`src/rtl/pic_in_service_control.sv`:
```
// In-service control for an 8259-compatible PIC: raises INT, runs the 8086-mode
// two-pulse INTA sequence, owns the ISR and the priority rotation, executes EOI commands.
module pic_in_service_control #(
  parameter int NUM_IRQ = 8
) (
  input  logic               clk,
  input  logic               rst_n,
  input  logic [NUM_IRQ-1:0] interrupt,
  input  logic               inta_n,
  input  logic [4:0]         vector_base,
  input  logic               auto_eoi_config,
  input  logic               auto_rotate_config,
  input  logic               eoi_cmd,
  input  logic               eoi_specific,
  input  logic               eoi_rotate,
  input  logic               set_priority_cmd,
  input  logic [2:0]         cmd_level,
  output logic               int_out,
  output logic [NUM_IRQ-1:0] in_service_register,
  output logic [2:0]         priority_rotate,
  output logic [NUM_IRQ-1:0] clear_irr,
  output logic [7:0]         data_out,
  output logic               data_out_en,
  output logic [1:0]         state_dbg
);

  // Handshake: inta_n is a level from the CPU; each falling edge starts an acknowledge
  // pulse and each rising edge ends it. No back-pressure exists on either side.
  typedef enum logic [1:0] {
    S_IDLE  = 2'd0,
    S_ACK1  = 2'd1,
    S_WAIT2 = 2'd2,
    S_ACK2  = 2'd3
  } state_e;

  state_e             state_q, state_d;
  logic               inta_q;
  logic [2:0]         lvl_q, lvl_d;
  logic               spur_q, spur_d;
  logic               int_out_q, int_out_d;
  logic [NUM_IRQ-1:0] isr_q, isr_d;
  logic [2:0]         rot_q, rot_d;
  logic [NUM_IRQ-1:0] clear_irr_q, clear_irr_d;
  logic [7:0]         data_out_q, data_out_d;
  logic               data_out_en_q, data_out_en_d;

  logic               fall, rise;
  logic [NUM_IRQ-1:0] set_mask, aeoi_clr, eoi_clr;
  logic               aeoi_rot;
  logic               eoi_rot_en;
  logic [2:0]         eoi_lvl;
  logic               ns_found;
  logic [2:0]         ns_level;
  logic [2:0]         scan_idx;

  // Lowest set bit; an empty vector maps to level 7, the spurious level.
  function automatic logic [2:0] encode(input logic [NUM_IRQ-1:0] v);
    encode = 3'd7;
    for (int i = NUM_IRQ - 1; i >= 0; i--) begin
      if (v[i]) encode = i[2:0];
    end
  endfunction

  assign fall = inta_q & ~inta_n;
  assign rise = ~inta_q & inta_n;

  // Highest-priority in-service level, scanning from priority_rotate upward.
  always_comb begin
    ns_found = 1'b0;
    ns_level = 3'd0;
    scan_idx = 3'd0;
    for (int k = NUM_IRQ - 1; k >= 0; k--) begin
      scan_idx = rot_q + k[2:0];
      if (isr_q[scan_idx]) begin
        ns_found = 1'b1;
        ns_level = scan_idx;
      end
    end
  end

  always_comb begin
    state_d       = state_q;
    lvl_d         = lvl_q;
    spur_d        = spur_q;
    int_out_d     = 1'b0;
    clear_irr_d   = '0;
    data_out_d    = data_out_q;
    data_out_en_d = data_out_en_q;
    set_mask      = '0;
    aeoi_clr      = '0;
    aeoi_rot      = 1'b0;
    unique case (state_q)
      S_IDLE: begin
        int_out_d = |interrupt;
        if (fall) begin
          state_d   = S_ACK1;
          int_out_d = 1'b0;
          lvl_d     = encode(interrupt);
          spur_d    = ~|interrupt;
          if (|interrupt) begin
            set_mask    = NUM_IRQ'(1) << encode(interrupt);
            clear_irr_d = interrupt;
          end
        end
      end
      S_ACK1: begin
        if (rise) state_d = S_WAIT2;
      end
      S_WAIT2: begin
        if (fall) begin
          state_d       = S_ACK2;
          data_out_d    = {vector_base, lvl_q};
          data_out_en_d = 1'b1;
        end
      end
      S_ACK2: begin
        if (rise) begin
          state_d       = S_IDLE;
          data_out_en_d = 1'b0;
          if (auto_eoi_config && !spur_q) begin
            aeoi_clr = NUM_IRQ'(1) << lvl_q;
            aeoi_rot = auto_rotate_config;
          end
        end
      end
      default: state_d = S_IDLE;
    endcase
  end

  // EOI commands; a non-specific EOI with nothing in service clears and rotates nothing.
  always_comb begin
    eoi_clr    = '0;
    eoi_rot_en = 1'b0;
    eoi_lvl    = 3'd0;
    if (eoi_cmd) begin
      if (eoi_specific) begin
        eoi_lvl    = cmd_level;
        eoi_clr    = NUM_IRQ'(1) << cmd_level;
        eoi_rot_en = eoi_rotate;
      end else if (ns_found) begin
        eoi_lvl    = ns_level;
        eoi_clr    = NUM_IRQ'(1) << ns_level;
        eoi_rot_en = eoi_rotate;
      end
    end
  end

  // Clears use the pre-set ISR; a set on the same bit in the same cycle wins.
  always_comb begin
    isr_d = (isr_q & ~(eoi_clr | aeoi_clr)) | set_mask;
    rot_d = rot_q;
    if (set_priority_cmd && !eoi_cmd) rot_d = cmd_level + 3'd1;
    if (aeoi_rot)                     rot_d = lvl_q + 3'd1;
    if (eoi_rot_en)                   rot_d = eoi_lvl + 3'd1;
  end

  always_ff @(posedge clk) begin
    if (!rst_n) begin
      state_q       <= S_IDLE;
      inta_q        <= 1'b1;
      lvl_q         <= 3'd0;
      spur_q        <= 1'b0;
      int_out_q     <= 1'b0;
      isr_q         <= '0;
      rot_q         <= 3'd0;
      clear_irr_q   <= '0;
      data_out_q    <= 8'd0;
      data_out_en_q <= 1'b0;
    end else begin
      state_q       <= state_d;
      inta_q        <= inta_n;
      lvl_q         <= lvl_d;
      spur_q        <= spur_d;
      int_out_q     <= int_out_d;
      isr_q         <= isr_d;
      rot_q         <= rot_d;
      clear_irr_q   <= clear_irr_d;
      data_out_q    <= data_out_d;
      data_out_en_q <= data_out_en_d;
    end
  end

  assign int_out             = int_out_q;
  assign in_service_register = isr_q;
  assign priority_rotate     = rot_q;
  assign clear_irr           = clear_irr_q;
  assign data_out            = data_out_q;
  assign data_out_en         = data_out_en_q;
  assign state_dbg           = state_q;

endmodule
```
`config.mk`:
```
export PLATFORM = sky130hd
export DESIGN_NAME = pic_in_service_control
export DESIGN_NICKNAME = d
export VERILOG_FILES = /design/src/rtl/pic_in_service_control.sv
export SDC_FILE = /design/constraint.sdc
export NUM_CORES = 1
export LEC_CHECK = 0
export CAP_MARGIN = 15
export CORE_UTILIZATION = 48
export DETAILED_ROUTE_END_ITERATION = 8
export PLACE_DENSITY = 0.82
export RECOVER_POWER = 50
export SYNTH_ARGS = -nofsm -noshare
export SYNTH_HDL_FRONTEND = slang
export SYNTH_SLANG_ARGS = --single-unit
```
`constraint.sdc`:
```
create_clock -name clk -period 3.8 [get_ports clk]
set_input_delay 0.57 -clock clk [delete_from_list [all_inputs] [get_ports clk]]
set_output_delay 0.57 -clock clk [all_outputs]
set_load 0.01 [all_outputs]
```
==> After elaboration in Yosys (flattened, before gate mapping) <==
Index checks and enable logic that the tools add are counted.
{ "word_totals": {"ff_bits": 36, "input_bits": 25, "word_cells": 135} }
{ "op_classes": {"n_addsub": 10, "muxes": 71, "shift": 4, "reduce_logical": 15, "eq_ne": 7, "n_lt_le_gt_ge": 8, "n_bitwise": 10} }
{ "op_table": {"columns": ["operator", "n"], "rows": [
  ["$mux W8", 9],
  ["$mux W3", 23],
  ["$lt A3 B4 Y1 const B", 8],
  ["$shl A1 B3 Y8 const A", 4],
  ["$mux W1", 25],
  ["$bmux W1 S3", 8],
  ["$or A8 B8 Y8", 2],
  ["$add A3 B1 Y3 const B", 4],
  ["$add A3 B3 Y3 const B", 4],
  ["$and A8 B8 Y8", 1],
  ["$mux W2", 4],
  ["$ne A2 B2 Y1 const B", 4],
  ["$not A8 Y8", 1],
  ["$pmux W2 S4", 1],
  ["$reduce_and A4 Y1", 2],
  ["$reduce_or A8 Y1", 1],
  ["$add A3 B2 Y3 const B", 2],
  ["$eq A2 B2 Y1 const B", 2],
  ["$not A1 Y1", 4],
  ["$reduce_and A2 Y1", 2],
  ["$logic_not A1 Y1", 3],
  ["$reduce_and A3 Y1", 1],
  ["$reduce_bool A3 Y1", 1],
  ["$reduce_or A3 Y1", 1],
  ["other kinds (6)", 8]
]} }

==> Logic depth before layout (Yosys ltp) <==
Gate-level depths: netlist of run 1.
{ "depth": {"ltp_word": 19, "depth_mapped": 17, "ltp_nobuf": 14} }

==> Least setup slack after synthesis of run 1 <==
No wires, ideal clock.
{ "synth_timing": {"kind": "reg-to-reg", "from": "register rot_q[1], in the netlist priority_rotate[1]", "to": "register rot_q[2], in the netlist priority_rotate[2]", "arrival_ns": 3.705, "setup_ns": 0.086, "path_slack_ns": 0.009, "required_ns": 3.714, "stages_incl_launch_ff": 17, "period_less_slack_ns": 3.791, "n_path_buf": 3, "cell_sequence": "dfxtp_1 buf_2 buf_4 inv_1 ha_1 buf_4 mux4_2 mux2_4 o311ai_1 o21a_1 o31ai_4 mux2_2 mux2_2 ha_1 o21ai_0 a211oi_1 a211oi_1"} }
{ "synth_between": {"elab_chain_cells": 16} }
{ "synth_lines": {"columns": ["item", "line_no", "rtl"], "rows": [
  ["start: declaration", "42", "logic [2:0] rot_q, rot_d;"],
  ["start signal: assignment", "176", "rot_q <= rot_d;"],
  ["$add A3 B3 Y3", "73", "scan_idx = rot_q + k[2:0];"],
  ["$bmux W1 S3", "74", "if (isr_q[scan_idx]) begin"],
  ["$mux W1 (implied by the code)", "74", null],
  ["$mux W3 / $mux W1 (equally long branches) (8 in a row)", "74", null],
  ["$mux W3", "140", "end else if (ns_found) begin"],
  ["$mux W3", "136", "if (eoi_specific) begin"],
  ["$mux W3", "135", "if (eoi_cmd) begin"],
  ["$add A3 B1 Y3", "154", "if (eoi_rot_en) rot_d = eoi_lvl + 3'd1;"],
  ["$mux W3", "154", null]
]} }
Parallel ways exist; a longest one is shown, timed or not. The select of a mux whose other input is x is not followed.
A chain may end at the register's enable or synchronous reset.

==> Worst setup path in the final report of run 1 <==
Same ends and word-level chain as after synthesis.

==> results of run 1 <==
==> final timing paths <==
path / end / slack [ns]
worst max-delay path: priority_rotate[2] / 0.29
worst min-delay path: data_out[7] / 0.46
worst max register to register: priority_rotate[2] / 0.29
worst min register to register: data_out[7] / 0.46
==> area by class of cell <==
type / instances / area [µm²]
clock inverter: 1 / 5.00
tap: 72 / 90.1
inverter: 15 / 56.3
multi-input combinational: 272 / 2000
timing repair buffer: 68 / 648
clock buffer: 6 / 72.6
sequential: 36 / 721
fill: 474 / 2050
==> state kept, by name (all words and copies together), names as in the netlist, 2 cells and up <==
name and cells:
in_service_register 8, state_dbg 2, priority_rotate 3, clear_irr 8, data_out 8, lvl_q 3
==> kinds of logic after synthesis <==
family / Yosys count
AND/OR/NAND/NOR: 130
adder cells (fa/ha/maj): 7
flip-flops: 36
multiplexers: 34
AO/OA/AOI/OAI: 97
XOR/XNOR: 4
buffers and inverters: 39
==> where the power goes <==
group | internal (mW) | total [mW] | switching (mW) | leakage, nW
sequential | 0.404 | 0.440 | 0.0351 | 0.293
clock | 0.125 | 0.257 | 0.132 | 0.0410
combinational | 0.251 | 0.539 | 0.288 | 1.01
total | 0.780 | 1.24 | 0.455 | 1.35
==> synthesized netlist by cell type (4+ instances only) <==
| library cell | number | share of area [%] |
|---|---|---|
| inv_1 | 13 | 1.7 |
| ha_1 | 7 | 3.1 |
| a31oi_1 | 5 | 1.1 |
| and3_1 | 4 | 0.87 |
| and2_1 | 8 | 1.7 |
| nand2_1 | 41 | 5.4 |
| a211oi_1 | 6 | 1.6 |
| o211ai_1 | 4 | 1.0 |
| a21oi_1 | 24 | 4.2 |
| mux4_2 | 11 | 8.6 |
| a2111oi_0 | 5 | 1.5 |
| mux2i_1 | 16 | 5.6 |
| nand2b_1 | 9 | 2.0 |
| o21ai_0 | 16 | 2.8 |
| dfxtp_1 | 36 | 25 |
| nor3_1 | 6 | 1.0 |
| nor2_1 | 26 | 3.4 |
| clkbuf_1 | 17 | 2.2 |
| nor2b_1 | 5 | 1.1 |
| nand3_1 | 13 | 2.3 |
==> critical path: cells and delay by family (launching register included) <==
kind | cells | cell delay (ns)
AO/OA/AOI/OAI | 4 | 0.63
adder cells (fa/ha/maj) | 2 | 0.56
buffers and inverters | 2 | 0.29
flip-flops | 1 | 0.35
multiplexers | 3 | 1.10
AND/OR/NAND/NOR | 3 | 0.48
==> layer usage <==
layer | wire [µm] | global-route usage (%) | up-vias
li1 | - | - | 1389
met1 | 3160 | 32.0 | 1335
met2 | 4130 | 45.8 | 144
met3 | 652 | 5.40 | 14
met4 | 155 | 8.91 | 0
met5 | 0 | 0 | -
==> timing repair <==
| action | in CTS | in global routing |
|---|---|---|
| resized for setup | 0 | 11 |
| buffers inserted | 0 | 1 |
| hold buffers | 0 | 0 |
| endpoints found under the setup margin | 0 | 1 |
==> stage by stage <==
step	setup slack [ns]	utilization, %	hold slack, ns
3_5_place_dp	0.222	61.6	0.449
3_3_place_gp	0.324	61.6	0.443
2_1_floorplan	0.00890	-	0.456
6_report	0.293	63.7	0.455
5_1_grt	0.00224	63.7	0.483
4_1_cts	0.196	63.0	0.461
==> metrics.md, run 1 <==
| Metric | Value |
|---|---|
| Design Power | `around 1.2 mW` |
| DRT Pass-1 Iters | `5` |
| Most frequent cells in the layout | `nand2_1 (41), dfxtp_1 (36), clkdlybuf4s50_1 (33)` |
| Crit Path Max Fanout | `9` |
| Period utilization | `92.3%` |
| Post-Route Setup TNS | `0 ns` |
| Post-synth EDFFs | `0` |
| Placed Instances | `462` |
| Reg2reg path depth | `14` |
| Slew @ Worst Pin | `0.653 ns` |
| Share of layout cells above drive strength 1 | `12.6%` |
| Layout Nets | `430` |
| Antenna cells | `0` |
| Largest net degree at the start of global routing | `29` |
| Critical Path, Cell by Cell | `inv_1 -> ha_4 -> buf_4 -> mux4_2 -> nand2_1 -> a32o_1 -> nand4_1 -> nand4_1 -> mux2_2 -> mux2_2 -> ha_1 -> o21ai_0 -> a211oi_1 -> a211oi_1` |
| Worst min-delay path startpoint | `data_out[7]` |
| Min-delay worst type | `reg -> reg` |
| Cell area after synthesis | `0.00287 mm²` |
| Simple-gate share of the synthesized area | `22.4%` |
| Routed WL per cell | `around 17 µm` |
| Port bufs | `55` |
| Initial core utilization | `50.8%` |
| Synth Area in Adders | `3.06%` |
| First-pass GRT wire length | `13.1 mm` |
| Routed wire length | `8.10 mm` |
| Gr ovfl total | `0` |
| Drt drc | `0` |
| TritonCTS clock tree | `yes` |
| Chip Height | `79.3 µm` |
| H-tree depth | `2` |
| Sequential area share after synthesis | `25.1%` |
| Post-DP Area | `0.00347 mm²` |
| Register bit total from synthesis | `36` |
| Critical path arrival | `3.70 ns` |
| Vias/cell | `6.13` |
| Crit start category | `register` |
| CTS Root Cell | `clkbuf_8` |
| FF-to-FF Start | `priority_rotate[1]` |
| Synth Net Count | `between 300 and 400` |
| Hold Fails Final Rpt | `0` |
| Crit path launch | `priority_rotate[1]` |
| CTS Buf Count | `5` |
| Max_slew headroom | `56.1%` |
| Post-DP HPWL | `slightly below 6 mm` |
| Number of global-route vias before repair | `roughly 2700` |
| Synth Area in Compound Gates | `23.7%` |
| Clk_skew | `0.00503 ns` |
| Worst vdd ir | `249 µV` |
| Syn avg cell area | `8.26 µm²` |
| FMAX | `285 MHz` |
| I/O pin count | `56` |
| Most used DFF post-synth | `dfxtp_1` |
| Clk Latency, worst-skew pair | `0.28 ns` |
| Die area | `between 0.006 and 0.007 mm²` |
| Leakage | `1.35 nW` |
| CTS sink cnt | `36` |
| Finished Layout Cells | `470` |
| Std cell rows | `27` |
| Hold depth | `2` |
| Post-route antenna net violation count | `0` |
| Initial antenna violation count | `0` |
| Final Cell Area | `0.00360 mm²` |
| Power Density | `344 mW/mm²` |
| Detailed-route via count | `approximately 2900` |
| Gpl congestion | `0.925` |
| Crit end category | `register` |
| Pins Over Slew Limit | `0` |
| WP data required | `between 3 and 4 ns` |
| Cells after Synth | `347` |
| Clk buf depth | `2` |
| Critical path's slowest cell | `mux4_2` |
| Die W | `79.3 µm` |
| Core area | `0.00564 mm²` |
| RSZ-0062 raised after global routing | `no` |
| Commonest non-fill, non-tap cell in the layout | `nand2_1` |
| Post-Synth XOR/XNOR Area | `1.22%` |
| Gr usage total | `26.3%` |
| Max-Cap Viols | `0` |
| DRT iter0 DRCs | `252` |
| CP Class | `reg -> reg` |
| Clock Pin Slew Worst Setup and Hold Paths | `0.07 ns` |
| Yosys Warn Count | `0` |
| Synth unique cells | `66` |
| Post-synthesis mux area share | `between 10% and 20%` |
| Fin crit period | `between 3 and 4 ns` |
| Ys async rst share | `0%` |
| Largest family of logic cells by synthesized area | `compound AO/OA/AOI/OAI gates` |
| Finish-stage setup viols | `0` |
| Slowest stage delay, CP | `0.50 ns` |
| Synth-to-Final Area Change | `25.4%` |
| Status | `completed` |
Power figures use the tool's default switching activity.
==> run 2: changes to the inputs <==
- CORE_UTILIZATION: 48 -> 49
- CTS_BUF_LIST: unset -> sky130_fd_sc_hd__clkbuf_2 sky130_fd_sc_hd__clkbuf_4 sky130_fd_sc_hd__clkbuf_8
- PLACE_DENSITY: 0.82 -> 0.83
==> metrics.md, run 2 (synthesis gave the netlist of run 1 again) <==
| Metric | Value |
|---|---|
| Slew @ Worst Pin | `0.857 ns (was 0.653 ns)` |
| Clk buf depth | `2 (unchanged)` |
| Final Cell Area | `0.00355 mm² (was 0.00360 mm²)` |
| R2R setup slack | `0.26 ns (was 0.29 ns)` |
| Routed wire length | `7.89 mm (was 8.10 mm)` |
| Crit path buffers/inverters | `1 (was 2)` |
| CTS sink cnt | `36 (unchanged)` |
| Antenna cells | `0 (unchanged)` |
| Post-DP Area | `0.00347 mm² (about the same)` |
| Die W | `78.5 µm (was 79.3 µm)` |
| Drt drc | `0 (unchanged)` |
| Sequential cell area | `721 µm² (unchanged)` |
| Hold Fails Final Rpt | `0 (unchanged)` |
| I/O pin count | `56 (unchanged)` |
| Post-route antenna net violation count | `0 (unchanged)` |
| Initial core utilization | `51.4% (was 50.8%)` |
| Vias/cell | `6.21 (was 6.13)` |
| Chip Height | `78.5 µm (was 79.3 µm)` |
| Post-Route Setup TNS | `0 ns (unchanged)` |
| Detailed-route via count | `2904 (was 2882)` |
| Initial antenna violation count | `0 (unchanged)` |
| Critical path's slowest cell | `mux4_2 (unchanged)` |
| Net Sw Frac | `36.3% (was 36.9%)` |
| Clock Pin Slew Worst Setup and Hold Paths | `0.07 ns (about the same)` |
| FF-to-FF End | `priority_rotate[2] (unchanged)` |
| Die area | `0.00616 mm² (was 0.00628 mm²)` |
| Core area | `0.00557 mm² (was 0.00564 mm²)` |
| CTS Buf Count | `5 (unchanged)` |
| Hold depth | `2 (unchanged)` |
| Port bufs | `55 (unchanged)` |
| Post-DP HPWL | `5.78 mm (was 5.92 mm)` |
| Worst min-delay path startpoint | `data_out[3] (was data_out[7])` |
| Min-delay worst type | `reg -> reg (unchanged)` |
| Critical path arrival | `3.74 ns (was 3.70 ns)` |
| Gpl congestion | `0.930 (was 0.925)` |
| Reg power frac | `36.2% (was 35.6%)` |
| Crit Path Max Fanout | `24 (was 9)` |
| CTS Root Cell | `clkbuf_8 (unchanged)` |
| DRT Pass-1 Iters | `4 (was 5)` |
| WP data required | `4.00 ns (was 3.99 ns)` |
| Fin crit period | `3.54 ns (was 3.51 ns)` |
| Period utilization | `93.1% (was 92.3%)` |
| Clk network pwr share | `21.3% (was 20.8%)` |
| Pins Over Slew Limit | `0 (unchanged)` |
| Sw power | `0.441 mW (was 0.455 mW)` |
| Int Pwr | `0.775 mW (was 0.780 mW)` |
| Most frequent cells in the layout | `nand2_1 (41), dfxtp_1 (36), clkdlybuf4s50_1 (35) (was nand2_1 (41), dfxtp_1 (36), clkdlybuf4s50_1 (33))` |
| H-tree depth | `2 (unchanged)` |
| Area taken by multi-input logic gates | `0.00197 mm² (was 0.00200 mm²)` |
| Std cell rows | `27 (unchanged)` |
| CP Class | `reg -> reg (unchanged)` |
| RSZ-0062 raised after global routing | `no (unchanged)` |
| Fill count | `499 (was 474)` |
| FF-to-FF Start | `priority_rotate[0] (was priority_rotate[1])` |
| Crit-path leading delay family | `multiplexers (unchanged)` |
| Number of global-route vias before repair | `2773 (was 2740)` |
| Worst vdd ir | `280 µV (was 249 µV)` |
| Hold EP | `data_out[3] (was data_out[7])` |
| Instance count on the critical path | `12 (was 14)` |
| Gr usage total | `26.6% (was 26.3%)` |
| Share of layout cells above drive strength 1 | `11.1% (was 12.6%)` |
| FMAX | `283 MHz (was 285 MHz)` |
| Clk_skew | `0.0101 ns (was 0.00503 ns)` |
| First-pass GRT wire length | `12.8 mm (was 13.1 mm)` |
| Commonest non-fill, non-tap cell in the layout | `nand2_1 (unchanged)` |
| Gr ovfl total | `0 (unchanged)` |
| Largest net degree at the start of global routing | `29 (unchanged)` |
| Reg2reg path depth | `12 (was 14)` |
| DRT iter0 DRCs | `244 (was 252)` |
| Status | `completed (unchanged)` |
| Max_slew headroom | `42.8% (was 56.1%)` |
| Leakage | `1.35 nW (about the same)` |
| Critical Path, Cell by Cell | `buf_4 -> mux4_2 -> a211oi_2 -> a32o_1 -> nand4_1 -> nand4_1 -> mux2_2 -> mux2_2 -> ha_1 -> o21ai_0 -> a211oi_1 -> a211oi_1 (was inv_1 -> ha_4 -> buf_4 -> mux4_2 -> nand2_1 -> a32o_1 -> nand4_1 -> nand4_1 -> mux2_2 -> mux2_2 -> ha_1 -> o21ai_0 -> a211oi_1 -> a211oi_1)` |
| Max-Cap Viols | `0 (unchanged)` |
| TritonCTS clock tree | `yes (unchanged)` |
| Slowest stage delay, CP | `0.64 ns (was 0.50 ns)` |
| Layout Nets | `428 (was 430)` |
| Routed WL per cell | `16.8 µm (was 17.2 µm)` |
| Synth-to-Final Area Change | `23.8% (was 25.4%)` |
| Crit end category | `register (unchanged)` |
| Finish-stage setup viols | `0 (unchanged)` |
| Power Density | `342 mW/mm² (was 344 mW/mm²)` |
| Comb power frac | `42.5% (was 43.6%)` |
| Clk Latency, worst-skew pair | `0.28 ns (about the same)` |
| Crit start category | `register (unchanged)` |
| Buffer count from post-CTS setup fixing | `0 (unchanged)` |
==> run 2: worst register-to-register path, cell delays in order (launching register included) <==
cell and delay (ns):
dfxtp_1 0.33, buf_4 0.30, mux4_2 0.64, a211oi_2 0.35, a32o_1 0.22, nand4_1 0.17, nand4_1 0.20, mux2_2 0.35
mux2_2 0.26, ha_1 0.21, o21ai_0 0.17, a211oi_1 0.07, a211oi_1 0.19
==> run 2: routing by layer <==
layer  vias to the layer above  share of wire, %  GRT usage (%)
met5                         -                 0              0
met4                         0               3.2           13.3
met3                        23               6.6           4.07
met2                       125                50           45.4
met1                      1366                41           32.3
li1                       1390                 -              -
==> run 2: metrics by stage <==
step           setup slack [ns]  hold slack (ns)  utilization, %  cells  power [mW]
5_1_grt                  0.0361            0.468            63.7    468        1.29
3_3_place_gp              0.301            0.442            62.2    461       0.950
6_report                  0.262            0.452            63.7    468        1.22
4_1_cts                   0.164            0.457            63.7    468        1.22
2_1_floorplan           0.00890            0.456               -    347       0.793
3_5_place_dp              0.171            0.447            62.2    461       0.961
==> run 2: worst max-delay path by stage <==
stage,startpoint,slack (ns),to
after floorplan,priority_rotate[1],0.009,priority_rotate[2]
after global placement,priority_rotate[0],0.30,priority_rotate[2]
after detailed placement,priority_rotate[0],0.17,priority_rotate[2]
after CTS,priority_rotate[0],0.16,priority_rotate[2]
after global routing,priority_rotate[0],0.04,priority_rotate[2]
final,priority_rotate[0],0.26,priority_rotate[2]
==> run 2: area by class of cell <==
cell class                      count  share of cell area (%)
Multi-Input combinational cell    272                    55.6
Sequential cell                    36                    20.3
Timing Repair Buffer               66                    17.7
Tap cell                           72                    2.54
Clock buffer                        6                    2.15
Inverter                           15                    1.59
Clock inverter                      1                   0.141
==> run 2: repair_timing <==
| item | CTS | global route |
|---|---|---|
| gates resized for setup | 0 | 1 |
| hold endpoints to repair | 0 | 0 |
| hold buffers | 0 | 0 |
| endpoints found under the setup margin | 0 | 1 |
==> run 2: power groups by stage <==
stage / Clock [mW] / Combinational (mW) / Sequential (mW)
floorplan: 0 / 0.351 / 0.443
global placement: 0 / 0.503 / 0.447
detailed placement: 0 / 0.513 / 0.448
CTS: 0.268 / 0.515 / 0.440
global route: 0.285 / 0.563 / 0.445
finish: 0.259 / 0.516 / 0.440
==> run 3: changes to the inputs <==
--- a/config.mk
+++ b/config.mk
@@ -10,6 +10,8 @@
 export CTS_BUF_LIST = sky130_fd_sc_hd__clkbuf_2 sky130_fd_sc_hd__clkbuf_4 sky130_fd_sc_hd__clkbuf_8
 export DETAILED_ROUTE_END_ITERATION = 8
+export GPL_TIMING_DRIVEN = 0
 export PLACE_DENSITY = 0.83
 export RECOVER_POWER = 50
+export SETUP_SLACK_MARGIN = 0.05
 export SYNTH_ARGS = -nofsm -noshare
 export SYNTH_HDL_FRONTEND = slang
==> constraint.sdc (replaced) <==
create_clock -name clk -period 3.8 [get_ports clk]
set_input_delay 0.57 -clock clk [delete_from_list [all_inputs] [get_ports clk]]
set_output_delay 0.57 -clock clk [all_outputs]
set_load 0.05 [all_outputs]
==> metrics.md, run 3 (synthesis gave the netlist of run 1 again) <==
| Metric | Value |
|---|---|
| Period utilization | `97.8% (was 93.1%)` |
| Crit end category | `register (unchanged)` |
| FMAX | `269 MHz (was 283 MHz)` |
| Initial core utilization | `51.4% (unchanged)` |
| TritonCTS clock tree | `yes (unchanged)` |
| Number of global-route vias before repair | `2846 (was 2773)` |
| Die W | `78.5 µm (unchanged)` |
| Net Sw Frac | `40.9% (was 36.3%)` |
| WP data required | `3.97 ns (was 4.00 ns)` |
| CTS Buf Count | `5 (unchanged)` |
| CTS Root Cell | `clkbuf_8 (unchanged)` |
| Worst setup path end | `priority_rotate[2] (unchanged)` |
| DRT Pass-1 Iters | `5 (was 4)` |
| Drt drc | `0 (unchanged)` |
| Max_slew headroom | `57.8% (was 42.8%)` |
| Design Power | `1.40 mW (was 1.22 mW)` |
| Routed WL per cell | `17.6 µm (was 16.8 µm)` |
| Min-delay worst type | `reg -> reg (unchanged)` |
| Crit Path Max Fanout | `8 (was 24)` |
| Power Density | `363 mW/mm² (was 342 mW/mm²)` |
| Crit path launch | `priority_rotate[0] (unchanged)` |
| Chip Height | `78.5 µm (unchanged)` |
| Die area | `0.00616 mm² (unchanged)` |
| Worst vdd ir | `359 µV (was 280 µV)` |
| Max-Cap Viols | `0 (unchanged)` |
| Clk Latency, worst-skew pair | `0.29 ns (was 0.28 ns)` |
| Sw power | `0.572 mW (was 0.441 mW)` |
| FF-to-FF Start | `priority_rotate[0] (unchanged)` |
| Antenna cells | `0 (unchanged)` |
| Critical path arrival | `3.88 ns (was 3.74 ns)` |
| Clk_skew | `0.0115 ns (was 0.0101 ns)` |
| Instance count on the critical path | `17 (was 12)` |
| Post-route antenna net violation count | `0 (unchanged)` |
| Post-DP HPWL | `5.90 mm (was 5.78 mm)` |
| R2R setup slack | `0.08 ns (was 0.26 ns)` |
| Clock Pin Slew Worst Setup and Hold Paths | `0.07 ns (about the same)` |
| RSZ-0062 raised after global routing | `no (unchanged)` |
| Hold Fails Final Rpt | `0 (unchanged)` |
| Port bufs | `53 (was 55)` |
| Crit-path leading delay family | `multiplexers (unchanged)` |
| FF-to-FF End | `priority_rotate[2] (unchanged)` |
| Critical path's slowest cell | `mux4_2 (unchanged)` |
| Layout Nets | `458 (was 428)` |
| Commonest non-fill, non-tap cell in the layout | `nand2_1 (unchanged)` |
| Int Pwr | `0.826 mW (was 0.775 mW)` |
| Crit start category | `register (unchanged)` |
| Final Util | `69.0% (was 63.7%)` |
| Largest net degree at the start of global routing | `19 (was 29)` |
| Reg2reg path depth | `17 (was 12)` |
| H-tree depth | `2 (unchanged)` |
| Detailed-route via count | `3165 (was 2904)` |
| CP Class | `reg -> reg (unchanged)` |
| Slew @ Worst Pin | `0.627 ns (was 0.857 ns)` |
| First-pass GRT wire length | `13.5 mm (was 12.8 mm)` |
| DRT iter0 DRCs | `258 (was 244)` |
| Post-CTS Hold Fix Bufs | `0 (unchanged)` |
| Pins Over Slew Limit | `0 (unchanged)` |
| Most frequent CP cell | `buf_8` |
| Synth-to-Final Area Change | `34.1% (was 23.8%)` |
| Worst min-delay path startpoint | `data_out[3] (unchanged)` |
| Std cell rows | `27 (unchanged)` |
| Clk network pwr share | `19.2% (was 21.3%)` |
| Clk buf depth | `2 (unchanged)` |
| Initial antenna violation count | `0 (unchanged)` |
| CTS sink cnt | `36 (unchanged)` |
| Finish-stage setup viols | `0 (unchanged)` |
| Fin crit period | `3.72 ns (was 3.54 ns)` |
| Gr usage total | `27.6% (was 26.6%)` |
| Reg power frac | `30.5% (was 36.2%)` |
| Most frequent cells in the layout | `nand2_1 (40), dfxtp_1 (34), clkdlybuf4s50_1 (27) (was nand2_1 (41), dfxtp_1 (36), clkdlybuf4s50_1 (35))` |
| Leakage | `1.48 nW (was 1.35 nW)` |
| Gr ovfl total | `0 (unchanged)` |
| Comb power frac | `50.3% (was 42.5%)` |
| I/O pin count | `56 (unchanged)` |
| Slowest stage delay, CP | `0.52 ns (was 0.64 ns)` |
| Core area | `0.00557 mm² (unchanged)` |
| Vias/cell | `6.34 (was 6.21)` |
| Routed wire length | `8.79 mm (was 7.89 mm)` |
| Gpl congestion | `0.932 (was 0.930)` |
| Crit path buffers/inverters | `4 (was 1)` |
| Share of layout cells above drive strength 1 | `19.0% (was 11.1%)` |
| Status | `completed (unchanged)` |
| Critical Path, Cell by Cell | `buf_8 -> buf_8 -> clkinvlp_4 -> ha_4 -> buf_8 -> mux2i_4 -> mux4_2 -> nor3b_2 -> o21ai_0 -> and3_1 -> o31ai_4 -> mux2_4 -> mux2_2 -> ha_2 -> o21ai_1 -> a211oi_2 -> a211oi_2 (was buf_4 -> mux4_2 -> a211oi_2 -> a32o_1 -> nand4_1 -> nand4_1 -> mux2_2 -> mux2_2 -> ha_1 -> o21ai_0 -> a211oi_1 -> a211oi_1)` |
## run 3: changes by cell type in the layout (fill, tap and decap cells not counted), moves of 3 or more
| cell | delta |
|---|---|
| buf_4 | +11 |
| buf_8 | +3 |
| clkbuf_1 | +16 |
| clkdlybuf4s50_1 | -8 |
| dlygate4sd3_1 | +6 |
| mux2i_1 | -4 |
| mux2i_2 | +3 |
## run 3: final cells by class
class	instances	area (µm²)
Buffer	23	133
Timing Repair Buffer	73	681
Inverter	15	60.1
Fill cell	459	1730
Tap cell	72	90.1
Clock inverter	3	18.8
Sequential cell	36	728
Clock buffer	5	68.8
Multi-Input combinational cell	272	2060
## run 3: what timing repair did
item | in CTS | in global routing
resized for setup | 8 | 20
endpoints found under the setup margin | 2 | 3
setup buffers | 9 | 11
pin swaps | 4 | 5
## run 3: power by group through the flow
stage,combinational [mW],sequential [mW],clock (mW)
2_1_floorplan,0.352,0.518,0
3_3_place_gp,0.589,0.434,0
3_5_place_dp,0.598,0.435,0
4_1_cts,0.639,0.426,0.276
5_1_grt,0.740,0.431,0.293
6_report,0.702,0.426,0.268
## run 3: per-layer routing
metal / GRT usage (%) / wire length, µm / vias up
li1: - / - / 1447
met2: 47.3 / 4350 / 179
met1: 33.8 / 3610 / 1500
met4: 11.7 / 261 / 0
met3: 5.12 / 560 / 39
met5: 0 / 0 / -
## run 3: worst reg2reg max path: stages (launching register included)
cell        delay [ns]
dfxtp_4           0.37
buf_8             0.12
buf_8             0.13
clkinvlp_4        0.12
ha_4              0.28
buf_8             0.14
mux2i_4           0.19
mux4_2            0.52
nor3b_2           0.20
o21ai_0           0.11
and3_1            0.22
o31ai_4           0.28
mux2_4            0.21
mux2_2            0.14
ha_2              0.20
o21ai_1           0.09
a211oi_2          0.23
a211oi_2          0.05
## run 3: stage by stage
step	cells	hold slack, ns	TNS (ns)	area (µm²)	worst slack [ns]
2_1_floorplan	347	0.456	0	2880	0.0553
4_1_cts	488	0.459	0	3680	0.0668
3_3_place_gp	472	0.443	-0.175	3500	-0.164
5_1_grt	499	0.470	0	3840	0.0410
6_report	499	0.452	0	3840	0.0843
3_5_place_dp	472	0.448	-0.305	3500	-0.234
## run 3: worst min path at each step
stage	end	cells after the start
after floorplan	spur_q	2
after global placement	data_out[7]	2
after detailed placement	data_out[3]	2
after CTS	data_out[3]	2
after global routing	data_out[4]	2
final	data_out[3]	2
